--- src/rtl/uart_transmitter_pkg.sv ---
// Shared UART TX definitions: FIFO geometry, LCR bit positions, FSM state codes
// and the frame helpers used by the transmitter.
package uart_transmitter_pkg;

    localparam int UART_FIFO_WIDTH     = 8;
    localparam int UART_FIFO_DEPTH     = 16;
    localparam int UART_FIFO_POINTER_W = 4;
    localparam int UART_FIFO_COUNTER_W = 5;

    localparam int UART_LC_SB = 2;
    localparam int UART_LC_PE = 3;
    localparam int UART_LC_EP = 4;
    localparam int UART_LC_SP = 5;
    localparam int UART_LC_BC = 6;

    typedef enum logic [2:0] {
        s_idle        = 3'd0,
        s_pop_byte    = 3'd1,
        s_send_start  = 3'd2,
        s_send_byte   = 3'd3,
        s_send_parity = 3'd4,
        s_send_stop   = 3'd5
    } tx_state_t;

    // Only the active word bits take part in parity; the rest are forced to 0.
    function automatic logic calc_parity(input logic [7:0] data, input logic [1:0] wl,
                                         input logic sp, input logic ep);
        logic [7:0] masked;
        logic       x;
        masked = data & (8'hFF >> (2'd3 - wl));
        x      = ^masked;
        case ({sp, ep})
            2'b00:   return ~x;
            2'b01:   return x;
            2'b10:   return 1'b1;
            default: return 1'b0;
        endcase
    endfunction

    // Counter reload for the stop bit: 16, 24 (1.5 stop on 5-bit words) or 32 ticks.
    function automatic logic [4:0] stop_reload(input logic sb, input logic [1:0] wl);
        if (!sb) return 5'd15;
        return (wl == 2'b00) ? 5'd23 : 5'd31;
    endfunction

endpackage

--- src/rtl/uart_transmitter_tfifo.sv ---
// 16-deep circular TX FIFO with occupancy count and sticky overrun flag.
module uart_tfifo
    import uart_transmitter_pkg::*;
(
    input  logic                           clk,
    input  logic                           wb_rst_i,
    input  logic                           i_push,
    input  logic                           i_pop,
    input  logic                           i_fifo_reset,
    input  logic                           i_reset_status,
    input  logic [UART_FIFO_WIDTH-1:0]     i_data,
    output logic [UART_FIFO_WIDTH-1:0]     o_data,
    output logic [UART_FIFO_COUNTER_W-1:0] o_count,
    output logic                           o_overrun
);

    logic [UART_FIFO_WIDTH-1:0]     r_mem [UART_FIFO_DEPTH];
    logic [UART_FIFO_POINTER_W-1:0] r_top;
    logic [UART_FIFO_POINTER_W-1:0] r_bottom;
    logic [UART_FIFO_COUNTER_W-1:0] r_count;
    logic                           r_overrun;

    logic w_full, w_empty, w_do_pop, w_do_push, w_overrun;

    assign w_full    = (r_count == UART_FIFO_COUNTER_W'(UART_FIFO_DEPTH));
    assign w_empty   = (r_count == '0);
    assign w_do_pop  = i_pop && !w_empty;
    // A pop in the same cycle frees the slot, so a push on a full FIFO still lands.
    assign w_do_push = i_push && (!w_full || w_do_pop);
    assign w_overrun = i_push && w_full && !w_do_pop;

    always_ff @(posedge clk or posedge wb_rst_i) begin
        if (wb_rst_i) begin
            r_top    <= '0;
            r_bottom <= '0;
            r_count  <= '0;
        end else if (i_fifo_reset) begin
            r_top    <= '0;
            r_bottom <= '0;
            r_count  <= '0;
        end else begin
            if (w_do_push) r_top    <= r_top + 1'b1;
            if (w_do_pop)  r_bottom <= r_bottom + 1'b1;
            case ({w_do_push, w_do_pop})
                2'b10:   r_count <= r_count + 1'b1;
                2'b01:   r_count <= r_count - 1'b1;
                default: r_count <= r_count;
            endcase
        end
    end

    always_ff @(posedge clk) begin
        if (w_do_push && !i_fifo_reset) r_mem[r_top] <= i_data;
    end

    always_ff @(posedge clk or posedge wb_rst_i) begin
        if (wb_rst_i)            r_overrun <= 1'b0;
        else if (w_overrun)      r_overrun <= 1'b1;
        else if (i_reset_status) r_overrun <= 1'b0;
    end

    assign o_data    = r_mem[r_bottom];
    assign o_count   = r_count;
    assign o_overrun = r_overrun;

endmodule

--- src/rtl/uart_transmitter.sv ---
// UART 16550 transmit path: TX FIFO plus the serialiser FSM that frames each byte
// as start, 5-8 data bits LSB first, optional parity and 1/1.5/2 stop bits.
module uart_transmitter
    import uart_transmitter_pkg::*;
(
    input  logic                           clk,
    input  logic                           wb_rst_i,
    input  logic [7:0]                     lcr,
    input  logic                           tf_push,
    input  logic [7:0]                     wb_dat_i,
    input  logic                           enable,
    input  logic                           tx_reset,
    input  logic                           lsr_mask,
    output logic                           stx_pad_o,
    output logic [2:0]                     tstate,
    output logic [UART_FIFO_COUNTER_W-1:0] tf_count,
    output logic                           tf_overrun
);

    tx_state_t  r_state;
    logic [4:0] r_counter;
    logic [2:0] r_bit_counter;
    logic [7:0] r_shift_out;
    logic       r_parity;
    logic       r_stx_o_tmp;
    logic       r_tf_pop;

    logic [7:0] w_tf_data;
    logic       w_bit_end;
    logic [4:0] w_stop_reload;
    logic       w_unused_lcr;

    uart_tfifo u_tfifo (
        .clk            (clk),
        .wb_rst_i       (wb_rst_i),
        .i_push         (tf_push),
        .i_pop          (r_tf_pop),
        .i_fifo_reset   (tx_reset),
        .i_reset_status (lsr_mask),
        .i_data         (wb_dat_i),
        .o_data         (w_tf_data),
        .o_count        (tf_count),
        .o_overrun      (tf_overrun)
    );

    assign w_bit_end     = enable && (r_counter == 5'd0);
    assign w_stop_reload = stop_reload(lcr[UART_LC_SB], lcr[1:0]);
    assign w_unused_lcr  = lcr[7];

    always_ff @(posedge clk or posedge wb_rst_i) begin
        if (wb_rst_i) begin
            r_state       <= s_idle;
            r_counter     <= 5'd0;
            r_bit_counter <= 3'd0;
            r_shift_out   <= 8'd0;
            r_parity      <= 1'b0;
            r_stx_o_tmp   <= 1'b1;
            r_tf_pop      <= 1'b0;
        end else begin
            r_tf_pop <= 1'b0;
            // Bit-end branches below override this free-running decrement.
            if (enable) r_counter <= r_counter - 5'd1;
            case (r_state)
                s_idle: begin
                    r_stx_o_tmp <= 1'b1;
                    if (tf_count != '0) begin
                        r_tf_pop <= 1'b1;
                        r_state  <= s_pop_byte;
                    end
                end
                s_pop_byte: begin
                    r_shift_out   <= w_tf_data;
                    r_bit_counter <= {1'b1, lcr[1:0]};
                    r_parity      <= calc_parity(w_tf_data, lcr[1:0],
                                                 lcr[UART_LC_SP], lcr[UART_LC_EP]);
                    r_counter     <= 5'd15;
                    r_stx_o_tmp   <= 1'b0;
                    r_state       <= s_send_start;
                end
                s_send_start: begin
                    if (w_bit_end) begin
                        r_counter   <= 5'd15;
                        r_stx_o_tmp <= r_shift_out[0];
                        r_state     <= s_send_byte;
                    end
                end
                s_send_byte: begin
                    if (w_bit_end) begin
                        r_counter <= 5'd15;
                        if (r_bit_counter == 3'd0) begin
                            if (lcr[UART_LC_PE]) begin
                                r_stx_o_tmp <= r_parity;
                                r_state     <= s_send_parity;
                            end else begin
                                r_counter   <= w_stop_reload;
                                r_stx_o_tmp <= 1'b1;
                                r_state     <= s_send_stop;
                            end
                        end else begin
                            r_shift_out   <= r_shift_out >> 1;
                            r_bit_counter <= r_bit_counter - 3'd1;
                            r_stx_o_tmp   <= r_shift_out[1];
                        end
                    end
                end
                s_send_parity: begin
                    if (w_bit_end) begin
                        r_counter   <= w_stop_reload;
                        r_stx_o_tmp <= 1'b1;
                        r_state     <= s_send_stop;
                    end
                end
                s_send_stop: begin
                    r_stx_o_tmp <= 1'b1;
                    if (w_bit_end) begin
                        r_counter <= 5'd15;
                        r_state   <= s_idle;
                    end
                end
                default: begin
                    r_stx_o_tmp <= 1'b1;
                    r_state     <= s_idle;
                end
            endcase
        end
    end

    // Break forces the line low without disturbing the frame underneath.
    assign stx_pad_o = lcr[UART_LC_BC] ? 1'b0 : r_stx_o_tmp;
    assign tstate    = r_state;

endmodule

--- config.mk ---
export PLATFORM = sky130hd
export DESIGN_NAME = uart_transmitter
export DESIGN_NICKNAME = d
export VERILOG_FILES = /design/src/rtl/uart_transmitter_pkg.sv /design/src/rtl/uart_transmitter_tfifo.sv /design/src/rtl/uart_transmitter.sv
export SDC_FILE = /design/constraint.sdc
export NUM_CORES = 1
export LEC_CHECK = 0
export CORE_MARGIN = 2
export CORE_UTILIZATION = 60
export CTS_CLUSTER_SIZE = 28
export DETAILED_ROUTE_END_ITERATION = 10
export PLACE_DENSITY = 0.79
export RECOVER_POWER = 50
export REMOVE_ABC_BUFFERS = 1
export SYNTH_ARGS = -nofsm -noshare
export SYNTH_HDL_FRONTEND = slang
export SYNTH_HIERARCHICAL = 1
export SYNTH_SLANG_ARGS = --single-unit
--- constraint.sdc ---
create_clock -name clk -period 4.45 [get_ports clk]
set_clock_uncertainty 0.15 [all_clocks]
set_input_delay 0.445 -clock clk [delete_from_list [all_inputs] [get_ports clk]]
set_output_delay 0.445 -clock clk [all_outputs]
set_load 0.01 [all_outputs]
# After elaboration in Yosys (flattened, before gate mapping)
# Memories as Yosys holds them, arrays and structs flattened.
# Index checks and enable logic that the tools add are counted.
# W data, S select, Z words.
[totals]
register_bits = 36
latch_bits = 0
ramBits = 128
mem_bits_ro = 0
inputBits = 22
out_inout_bits = 10
word_cells = 110
memories = 1
[classes]
add_sub_neg = 7
n_mul = 0
div_mod_pow = 0
magnitude_cmp = 0
n_eq_ne = 17
shift = 1
muxes = 43
bitwise_logic = 2
n_reduce_logical = 28
[memory_table]
columns = ["name", "words", "width", "rd", "rd_ports_with_merged_regs", "wr", "line", "text"]
rows = [
  ["u_tfifo.r_mem", 16, 8, 1, 0, 1, "uart_transmitter_tfifo.sv:17", "logic [UART_FIFO_WIDTH-1:0] r_mem [UART_FIFO_DEPTH];"],
]
[op_table]
columns = ["op", "count"]
rows = [
  ["$mux W5", 8],
  ["$mux W3", 8],
  ["$mux W4", 5],
  ["$pmux W5 S4", 1],
  ["$pmux W3 S6", 1],
  ["$mux W8", 2],
  ["$pmux W8 S2", 1],
  ["$ne A2 B2 Y1 const B", 7],
  ["$mux W1", 13],
  ["$logic_not A5 Y1", 2],
  ["$pmux W5 S2", 1],
  ["$sub A5 B1 Y5 const B", 2],
  ["$add A4 B1 Y4 const B", 2],
  ["$and A8 B8 Y8", 1],
  ["$reduce_bool A2 Y1", 4],
  ["$reduce_xor A8 Y1", 1],
  ["$shr A8 B2 Y8 const A", 1],
  ["$eq A3 B2 Y1 const B", 2],
  ["$eq A3 B3 Y1 const B", 2],
  ["$logic_and A1 B1 Y1", 6],
  ["$logic_not A3 Y1", 2],
  ["$pmux W3 S2", 1],
  ["$reduce_and A3 Y1", 2],
  ["$reduce_and A6 Y1", 1],
  ["16 further kinds", 22],
]

# Longest topological paths before layout
# Gate-level depths: netlist of run 1.
[depth]
ltp_word = 8
mapped_depth = 10
ltp_nobuf = 8

# By module
# The synthesis of run 1 kept the hierarchy.
[modules_own_cells]
columns = ["mod", "n_inst", "cells_each", "area_each_um2"]
rows = [
  ["uart_tfifo", 1, 301, 5923.2],
  ["uart_transmitter", 1, 156, 1413.9],
]

# Worst setup path before layout of run 1
# Ideal clock, no wire load.
[synth_timing]
path_kind = "flip-flop to flip-flop"
from = "reg u_tfifo.r_bottom[0]"
to = "reg r_parity"
arrival_time_ps = 2816
required_ps = 4197
path_slack_ps = 1381
stages_incl_launch_ff = 10
n_path_buf = 2
cell_sequence = "dfrtp_1 > buf_2 > buf_4 > mux4_2 > mux4_2 > xnor2_1 > xnor2_1 > xnor3_1 > o21a_1 > o41ai_2"
[synth_between]
elab_chain_cells = 5
[synth_lines]
columns = ["item", "line", "text"]
rows = [
  ["start, declared", "uart_transmitter_tfifo.sv:19", "logic [UART_FIFO_POINTER_W-1:0] r_bottom;"],
  ["start signal, assigned", "uart_transmitter_tfifo.sv:43", "if (w_do_pop) r_bottom <= r_bottom + 1'b1;"],
  ["$mem_v2 Z16 W8 (*)", "--", ""],
  ["named net w_tf_data[4]", "uart_transmitter.sv:28", "logic [7:0] w_tf_data;"],
  ["$and A8 B8 Y8 (*)", "uart_transmitter_pkg.sv:30", "masked = data & (8'hFF >> (2'd3 - wl));"],
  ["$reduce_xor A8 Y1 (*)", "uart_transmitter_pkg.sv:31", "x = ^masked;"],
  ["$not A1 Y1", "uart_transmitter_pkg.sv:33", "2'b00: return ~x;"],
  ["$pmux W1 S3 (*)", "uart_transmitter_pkg.sv:32", "case ({sp, ep})"],
  ["end signal, assigned", "uart_transmitter.sv:74", "r_parity <= calc_parity(w_tf_data, lcr[1:0],"],
  ["end, declared", "uart_transmitter.sv:24", "logic r_parity;"],
]
# The timed path passes the listed nets; every way through them passes the cells marked *.
# A chain may end at the register's enable or synchronous reset.

# Final worst setup path of run 1
# Same ends and word-level chain as after synthesis.

==> results.tsv, run 1 <==
stage	metric	value	unit
yosys	synthXorXnorAreaFrac	2.22	%
detailed_routing	drc_errors	0	
yosys	synth-seq-cells	164	
sta	slew_violations	0	
floorplan	die_w	115	µm
power_and_ir_drop	power.density	434	nW/µm²
sta	worst-slew-pin-transition	1160	ps
critical_path	cp_max_fo	12	
detailed_routing	drt-vias-per-instance	6.23	
clock_network	htree_levels	4	
critical_path	critical_path.top_delay_family	multiplexers	
critical_path	cp-start-kind	flip-flop	
detailed_routing	via_count	4009	
finish	final_layout_size_suffix_gt1_share	17.9	%
clock_network	root_buffer	clkbuf_16	
sta	max_slew_margin	22.8	%
flow_run	cap_violations	0	
floorplan	start_util	61.3	%
yosys	async_flop_share	22.0	%
global_routing	grt_pass1_wl	21600	µm
finish	fin_nets	520	
finish	layout_common_cells	128 x edfxtp_1, 40 x mux4_2, 34 x dfrtp_1	
global_routing	grt_pass1_vias	4040	
floorplan	die_h	115	µm
clock_network	clk_pin_slew	60	ps
sta	fin_crit	3390	ps
detailed_routing	wire_per_inst	21.2	µm
yosys	synthMuxAreaShare	14.1	%
power_and_ir_drop	vdd_drop_max	334	µV
detailed_routing	ant_nets	0	
critical_path	cp_num_buf_inv	1	
floorplan	core-area	12000	µm²
yosys	yosys_warnings	6	
floorplan	pin_count	32	
sta	setup_slack	1060	ps
global_routing	track_usage	22.7	%
clock_network	cts_resized	0	
critical_path	crit_type	reg -> reg	
clock_network	holdBufCountCts	0	
power_and_ir_drop	leakagePower	0.00287	µW
yosys	synth_edf_count	128	
min_path	whs_path_depth	2	
yosys	synth_top_family_by_area	multiplexers	
sta	fmax	0.295	GHz
sta	period_share	76.1	%
clock_network	cts_setup_buffers	0	
finish	design_area	8290	µm²
yosys	synthAdderAreaFrac	1.88	%
clock_network	clkLatencyLatePin	430	ps
place	place_hpwl	9080	µm
global_routing	grt_antenna_before_repair	0	
sta	hold_viol	0	
place	place_congestion	0.804	
yosys	synth_compound_area_share	6.02	%
yosys	synthCells	457	
yosys	avgSynthCellArea	16.1	µm²
clock_network	numCtsBuffers	17	
floorplan	rows	40	
finish	antenna_cells	0	
place	portBuffers	30	
yosys	ys.flop_type	edfxtp_1	
sta	rsz0062_at_grt	no	
detailed_routing	drtIter0Drc	378	
power_and_ir_drop	power	3600	µW
global_routing	grt_max_degree	23	
finish	final_common_cell	edfxtp_1	
critical_path	crit_arrival	3560	ps
sta	setup_tns	0	ps
min_path	hold_class	reg -> reg	
outcome	outcome	finished clean	
critical_path	cp_slowest_cell	dfrtp_2	
critical_path	path_cells	buf_4 > mux4_2 > mux4_2 > xnor2_1 > xnor2_1 > xnor3_1 > o21a_1 > o41ai_2	
clock_network	cts.sinks	164	
floorplan	dieArea	13100	µm²
critical_path	max_stage_delay	590	ps
place	place_area	7760	µm²
detailed_routing	firstDrtPassIters	4	
yosys	synth-simple-area-share	8.65	%
finish	fin_util	69.3	%
clock_network	clockBufferDepth	2	
global_routing	grt.overflow.total	0	
sta	setup_violations	0	
critical_path	cp_data_required_time	4630	ps
detailed_routing	wirelength	13700	µm
yosys	synthesis.area	7340	µm²
yosys	ys_seq_area_share	64.7	%
finish	area_delta_synth_final	13.0	%
critical_path	path_depth	8	
clock_network	tritoncts	yes	
place	pre_cts_ws	1010	ps
critical_path	reg2regPathDepth	8	
critical_path	end_kind	flip-flop	
yosys	ys_types	62	
==> where the power goes <==
part           internal (µW)  switching (µW)  leakage, µW
Sequential              1730            81.0      0.00158
Combinational            193             228      0.00103
Clock                    814             558     0.000258
Total                   2730             867      0.00287
==> per-layer routing <==
metal	vias to the layer above	share of wire, %	routed length (µm)	GRT usage, %
li1	1837	-	-	-
met3	20	5.1	699	5.13
met1	2035	43	5840	31.1
met5	-	0	0	0
met4	0	1.9	255	9.27
met2	117	50	6850	35.9
==> logic make-up after synthesis <==
kind of cell             after synthesis
XOR/XNOR                              17
adder cells (fa/ha/maj)               11
multiplexers                          53
buffers and inverters                 37
flip-flops                           164
AND/OR/NAND/NOR                      111
AO/OA/AOI/OAI                         64
==> stage by stage <==
| step | hold slack [ps] | instances |
|---|---|---|
| after global placement | 313 | 615 |
| after global routing | 373 | 644 |
| final | 337 | 644 |
| after detailed placement | 327 | 615 |
| after floorplan | 184 | 432 |
| after CTS | 276 | 644 |
==> worst register-to-register path: cells and delay by family, from the launching register on <==
| family | cells | cell delay [ps] |
|---|---|---|
| flip-flops | 1 | 590 |
| AO/OA/AOI/OAI | 2 | 370 |
| buffers and inverters | 1 | 300 |
| multiplexers | 2 | 1070 |
| XOR/XNOR | 3 | 810 |
==> layout make-up <==
cell class | instances | area (µm²)
Clock buffer | 20 | 437
Clock inverter | 9 | 110
Fill cell | 766 | 3670
Inverter | 12 | 45.0
Multi-Input combinational cell | 256 | 2410
Sequential cell | 164 | 4750
Tap cell | 147 | 184
Timing Repair Buffer | 36 | 358
==> cell usage after synthesis, types with 3 or more instances <==
cell        n  area share [%]
nand2b_1    5            0.43
inv_1      12            0.61
o21ai_0    19             1.3
ha_1       11             1.9
nor2_1     20             1.0
edfxtp_1  128              52
a21oi_1    10            0.68
mux4_2     40              12
dfrtp_1    35              12
nor3_1     11            0.75
buf_2       6            0.41
clkbuf_1   12            0.61
and2_1      9            0.77
nand3_1     4            0.27
nor4b_1     5            0.60
buf_4       3            0.31
or4_1       3            0.31
nand2_1    26             1.3
mux2i_1    10             1.4
o21ai_1     3            0.20
buf_6       3            0.46
xor2_1      8            0.96
xnor2_1     8            0.96
a31oi_1     3            0.26
and3_1      5            0.43
o211ai_1    5            0.51
nor2b_1     8            0.68
==> state kept, by name, summed over array words and instances (netlist names) <==
| signal | flops |
|---|---|
| u_tfifo/o_count | 5 |
| r_bit_counter | 3 |
| r_tf_pop | 1 |
| u_tfifo/r_mem | 128 |
| u_tfifo/o_overrun | 1 |
| r_shift_out | 8 |
| tstate | 3 |
| r_counter | 5 |
| u_tfifo/r_bottom | 4 |
| r_stx_o_tmp | 1 |
| r_parity | 1 |
| u_tfifo/r_top | 4 |
==> worst paths after layout <==
check / start / end / slack (ps)
max: u_tfifo/r_bottom[0] / r_parity / 1060
min: r_shift_out[6] / r_shift_out[6] / 340
max reg2reg: u_tfifo/r_bottom[0] / r_parity / 1060
min reg2reg: r_shift_out[6] / r_shift_out[6] / 340
max in group asynchronous: wb_rst_i / r_shift_out[7] / 3110
min in group asynchronous: wb_rst_i / u_tfifo/o_count[4] / 390
No activity file was read; power rests on OpenSTA's default activity.
==> run 2, diff against run 1 <==
- CORE_UTILIZATION: 60 -> 54
- PLACE_DENSITY: 0.79 -> 0.75
- clock period: 4.45 -> 2.9 ns (I/O delays scaled with it)
==> run 2 against run 1 <==
The flow now finishes with violations (negative setup slack). Combinational power up 68%. Critical path depth up 1. Critical path type unchanged. Setup slack worse by 1300 ps. Core utilization down 3.6 points. Highest routed layer unchanged. Maximum frequency grew 8.7%. Sequential cell count unchanged. Via count is 5.2% higher. Largest cell class unchanged. Power increased by 58%. Worst hold slack lost 63 ps.
==> results.tsv, run 2 (synthesis gave the netlist of run 1 again) <==
stage	metric	value	unit	change
floorplan	start_util	55.4	%	-5.9 points
sta	setup_tns	-216	ps	-216 ps
finish	top_regs	u_tfifo/r_mem (128), r_shift_out (8)		
finish	fin_nets	555		+6.7%
outcome	outcome	complete, but fails checks		
clock_network	tritoncts	yes		
clock_network	clockBufferDepth	2		unchanged
finish	antenna_cells	0		unchanged
finish	area_delta_synth_final	18.7	%	
critical_path	cp_data_required_time	3070	ps	-1560 ps
global_routing	grt_antenna_before_repair	0		unchanged
detailed_routing	firstDrtPassIters	5		+1
clock_network	clkLatencyLatePin	430	ps	about the same
floorplan	core-area	13200	µm²	+11%
critical_path	cp_max_fo	6		-6
place	place_hpwl	9670	µm	+6.5%
clock_network	holdBufCountCts	0		unchanged
floorplan	pin_count	32		unchanged
power_and_ir_drop	leakagePower	0.00309	µW	+7.7%
finish	fill_cells	929		+21%
clock_network	clk_pin_slew	60	ps	about the same
global_routing	grt_pass1_wl	22900	µm	+5.9%
detailed_routing	drt-vias-per-instance	5.93		-4.7%
finish	final_common_cell	edfxtp_1		
power_and_ir_drop	power.density	654	nW/µm²	+51%
finish	layout_common_cells	128 x edfxtp_1, 40 x mux4_2, 34 x dfrtp_1		
critical_path	crit_arrival	3280	ps	-280 ps
sta	max_slew_margin	24.4	%	+1.6 points
global_routing	grt_pass1_vias	4229		+4.7%
detailed_routing	drtIter0Drc	441		+17%
floorplan	die_h	121	µm	+5.2%
sta	whs	275	ps	-62.6 ps
critical_path	end_kind	flip-flop		
finish	design_area	8710	µm²	+5.0%
finish	final_layout_size_suffix_gt1_share	24.3	%	+6.4 points
floorplan	die_w	121	µm	+5.2%
clock_network	htree_levels	4		unchanged
sta	fmax	0.321	GHz	+8.7%
sta	slew_violations	0		unchanged
place	portBuffers	30		unchanged
outcome	violations	negative setup slack		
clock_network	numCtsBuffers	17		unchanged
floorplan	dieArea	14500	µm²	+11%
sta	hold_viol	0		unchanged
clock_network	root_buffer	clkbuf_16		
detailed_routing	ant_nets	0		unchanged
sta	setup_slack	-216	ps	-1280 ps
sta	rsz0062_at_grt	yes		
global_routing	track_usage	21.1	%	-1.6 points
finish	largest_register_ffs	128		unchanged
critical_path	cp-start-kind	flip-flop		
global_routing	grt_max_degree	30		+30%
critical_path	crit_type	reg -> reg		
detailed_routing	wirelength	14700	µm	+7.5%
finish	regMostFlops	u_tfifo/r_mem		
place	pre_cts_ws	-309	ps	-1320 ps
sta	worst-slew-pin-transition	1130	ps	-23.6 ps
detailed_routing	via_count	4218		+5.2%
place	place_area	8010	µm²	+3.1%
floorplan	rows	42		+5.0%
detailed_routing	wire_per_inst	20.6	µm	-2.6%
detailed_routing	drc_errors	0		unchanged
power_and_ir_drop	vdd_drop_max	594	µV	+78%
sta	setup_violations	1		+1
global_routing	grt.overflow.total	0		unchanged
sta	period_share	107	%	+31 points
place	place_congestion	0.876		+8.9%
flow_run	cap_violations	0		unchanged
sta	fin_crit	3120	ps	-270 ps
clock_network	cts.sinks	164		unchanged
power_and_ir_drop	power	5690	µW	+58%
min_path	hold_class	in -> async		
run 2: cell types whose count changed in the layout (fill, tap and decap cells not counted), moves of 2 or more:
cell,previous run,this run
buf_4,5,33
clkinvlp_4,3,1
inv_6,0,7
buf_12,1,6
run 2: metrics by stage:
step                      utilization (%)  instances
after global placement               60.4        668
after global routing                 65.7        711
after floorplan                         -        432
final                                65.7        711
after detailed placement             60.4        668
after CTS                            65.0        700
run 2: final cells by class:
cell class	count	area, µm²	share of cell area [%]
Tap cell	176	220	2.53
Sequential cell	164	4750	54.5
Inverter	12	45.0	0.517
Clock inverter	14	163	1.87
Clock buffer	18	429	4.93
Multi-Input combinational cell	256	2410	27.7
Timing Repair Buffer	71	687	7.89
run 2: worst paths after layout:
check / from / to / slack, ps / cells past startpoint
max: u_tfifo/r_bottom[0] / r_parity / -220 / 9
min: wb_rst_i / u_tfifo/r_bottom[2] / 270 / 2
max reg2reg: u_tfifo/r_bottom[0] / r_parity / -220 / 9
min reg2reg: r_shift_out[2] / r_shift_out[2] / 330 / 2
max in group asynchronous: wb_rst_i / r_shift_out[4] / 1710 / 2
min in group clk: lsr_mask / u_tfifo/o_overrun / 290 / 2
run 2: layer usage:
| metal | vias to the layer above | GRT usage (%) | routed length [µm] |
|---|---|---|---|
| met2 | 121 | 34.7 | 7650 |
| met5 | - | 0 | 0 |
| met4 | 0 | 7.34 | 213 |
| met1 | 2156 | 28.7 | 6210 |
| met3 | 22 | 3.73 | 602 |
| li1 | 1919 | - | - |
run 2: what timing repair did:
| item | CTS | global route |
|---|---|---|
| pin swaps | 0 | 2 |
| resized for setup | 1 | 4 |
| gates cloned | 0 | 0 |
| setup buffers | 0 | 11 |
| endpoints found under the setup margin | 1 | 2 |
run 2: report_power, final:
group          total (µW)  internal, µW  switching, µW
combinational         708           323            384
sequential           2740          2650           95.5
clock                2240          1290            949
total                5690          4260           1430
run 2: worst max-delay path: stages, from the launching register on:
cell and delay (ps):
dfrtp_2 420, buf_12 130, buf_12 110, mux4_2 520, mux4_2 530, xnor2_1 200
xnor2_1 160, xnor3_1 360, o21a_1 200, o41ai_2 210
==> run 3, diff against run 2 <==
- CORE_UTILIZATION: 54 -> 60
- PLACE_DENSITY: 0.75 -> 0.79
- RECOVER_POWER: 50 -> 100
- clock period: 2.9 -> 3.1 ns (I/O delays scaled with it)
==> run 3 against run 2 <==
The flow still finishes with violations (negative setup slack). Wire length down 6.7%. Maximum frequency shrank 1.3%. Power decreased by 10%. Global-route usage rose by 2.4 points. Final cell count fell by 6.9%. Non-clock buffer count down 20. Design area shrank 4.2%. Sequential cell count unchanged. Critical path type unchanged. Die area shrank 9.7%. Largest power group unchanged. Register-to-register slack better by 160 ps. Largest cell class unchanged.
==> results.tsv, run 3 (synthesis gave the netlist of run 1 again) <==
stage	metric	value	unit	change
critical_path	cpMostUsedCell	mux4_2		
finish	layout_common_cells	128 x edfxtp_1, 40 x mux4_2, 34 x dfrtp_1		
floorplan	die_h	115	µm	-5.0%
critical_path	crit-reg2reg-launch	u_tfifo/r_bottom[0]		
sta	fmax	0.317	GHz	-1.3%
global_routing	track_usage	23.4	%	+2.4 points
clock_network	clk_pin_slew	70	ps	about the same
critical_path	cp_num_buf_inv	1		-1
global_routing	grt.overflow.total	0		unchanged
sta	hold_viol	0		unchanged
place	portBuffers	30		unchanged
detailed_routing	ant_nets	0		unchanged
flow_run	cap_violations	0		unchanged
critical_path	max_stage_delay	550	ps	+20 ps
detailed_routing	wire_per_inst	20.7	µm	+0.24%
sta	whs	243	ps	-31.4 ps
finish	antenna_cells	0		unchanged
detailed_routing	drtIter0Drc	440		-0.23%
sta	setup_violations	2		+1
floorplan	rows	40		-4.8%
floorplan	dieArea	13100	µm²	-9.7%
clock_network	cts.sinks	164		unchanged
finish	top_regs	u_tfifo/r_mem (128), r_shift_out (8)		
sta	setup_slack	-58.1	ps	+158 ps
power_and_ir_drop	leakagePower	0.00294	µW	-4.8%
finish	largest_register_ffs	128		unchanged
critical_path	path_cells	buf_12 > mux4_2 > mux4_2 > xnor2_2 > xnor2_1 > xnor3_1 > o21a_1 > o41ai_2		
clock_network	clkLatencyLatePin	430	ps	about the same
outcome	violations	negative setup slack		
critical_path	crit_type	reg -> reg		
finish	fin_nets	535		-3.6%
critical_path	cp-start-kind	flip-flop		
outcome	outcome	complete, but fails checks		
detailed_routing	drc_errors	0		unchanged
finish	final-seq-area	4750	µm²	unchanged
place	place_congestion	0.846		-3.4%
detailed_routing	firstDrtPassIters	6		+1
finish	final_layout_size_suffix_gt1_share	18.6	%	-5.7 points
sta	worst-slew-pin-transition	841	ps	-291 ps
floorplan	pin_count	32		unchanged
floorplan	start_util	61.3	%	+5.9 points
sta	slew_violations	0		unchanged
clock_network	tritoncts	yes		
critical_path	cp_data_required_time	3270	ps	+200 ps
finish	regMostFlops	u_tfifo/r_mem		
clock_network	numCtsBuffers	17		unchanged
sta	rsz0062_at_grt	yes		
detailed_routing	drt-vias-per-instance	6.31		+6.4%
clock_network	clockBufferDepth	2		unchanged
sta	max_slew_margin	43.9	%	+20 points
global_routing	grt_antenna_before_repair	0		unchanged
global_routing	grt_pass1_vias	4191		-0.90%
power_and_ir_drop	vdd_drop_max	558	µV	-6.1%
critical_path	crit_arrival	3330	ps	+50 ps
floorplan	die_w	115	µm	-5.0%
detailed_routing	wirelength	13700	µm	-6.7%
detailed_routing	via_count	4177		-0.97%
sta	fin_crit	3160	ps	+41.7 ps
place	pre_cts_ws	-69.7	ps	+240 ps
critical_path	regToRegSetupSlack	-60	ps	+160 ps
finish	multi_input_area	2360	µm²	-2.1%
clock_network	root_buffer	clkbuf_16		
finish	final_common_cell	edfxtp_1		
clock_network	htree_levels	4		unchanged
critical_path	critical_path.top_delay_family	multiplexers		
global_routing	grt_pass1_wl	22300	µm	-2.7%
min_path	hold_class	in -> async		
floorplan	core-area	12000	µm²	-9.7%
critical_path	cp_max_fo	16		+10
power_and_ir_drop	power.density	611	nW/µm²	-6.5%
global_routing	grt_max_degree	25		-17%
finish	fill_cells	743		-20%
place	place_hpwl	9120	µm	-5.7%
finish	area_delta_synth_final	13.7	%	
critical_path	end_kind	flip-flop		
critical_path	cp_slowest_cell	mux4_2		
sta	period_share	102	%	-5.6 points
critical_path	worstSetupStartpoint	u_tfifo/r_bottom[0]		
clock_network	holdBufCountCts	0		unchanged
run 3: cell type report:
class                           count  area share [%]
Inverter                           12           0.540
Tap cell                          147            2.20
Multi-Input combinational cell    256            28.3
Timing Repair Buffer               51            5.52
Clock inverter                     15            1.39
Sequential cell                   164            56.9
Clock buffer                       17            5.10
run 3: timing repair:
action	CTS	global route
setup buffers	2	0
cloned	0	0
gates resized for setup	3	1
endpoints found under the setup margin	1	1
run 3: power by group:
| part | switching, µW | internal [µW] |
|---|---|---|
| logic | 346 | 277 |
| clock network | 874 | 1040 |
| registers | 86.1 | 2480 |
| total | 1310 | 3790 |
run 3: path summary, 6_finish.rpt:
| path | endpoint | cells past startpoint |
|---|---|---|
| worst max-delay path | r_parity | 8 |
| worst min-delay path | u_tfifo/o_count[3] | 2 |
| worst max register to register | r_parity | 8 |
| worst min register to register | r_shift_out[0] | 2 |
| max in group asynchronous | r_shift_out[5] | 2 |
| min in group clk | u_tfifo/o_overrun | 2 |
run 3: worst reg2reg max path, cell delays in order (launching register included):
cell,delay (ps)
dfrtp_2,410
buf_12,190
mux4_2,530
mux4_2,550
xnor2_2,210
xnor2_1,140
xnor3_1,450
o21a_1,190
o41ai_2,240
run 3: metrics by stage:
stage                     utilization (%)  power (µW)  cells  cell area (µm²)  setup TNS [ps]
after CTS                            70.6        5190    662             8440           -50.8
after detailed placement             65.8        3280    628             7870           -69.7
after global routing                 69.7        5320    662             8340            -379
after floorplan                         -        3040    432             7200            -797
final                                69.7        5100    662             8340            -104
after global placement               65.8        3250    628             7870               0
run 3: layer usage:
metal | part of all wire, % | wire (µm) | global-route usage [%]
met1 | 41 | 5660 | 30.8
met2 | 51 | 6930 | 37.6
met3 | 6.1 | 834 | 6.88
met4 | 2.0 | 275 | 8.86
met5 | 0 | 0 | 0
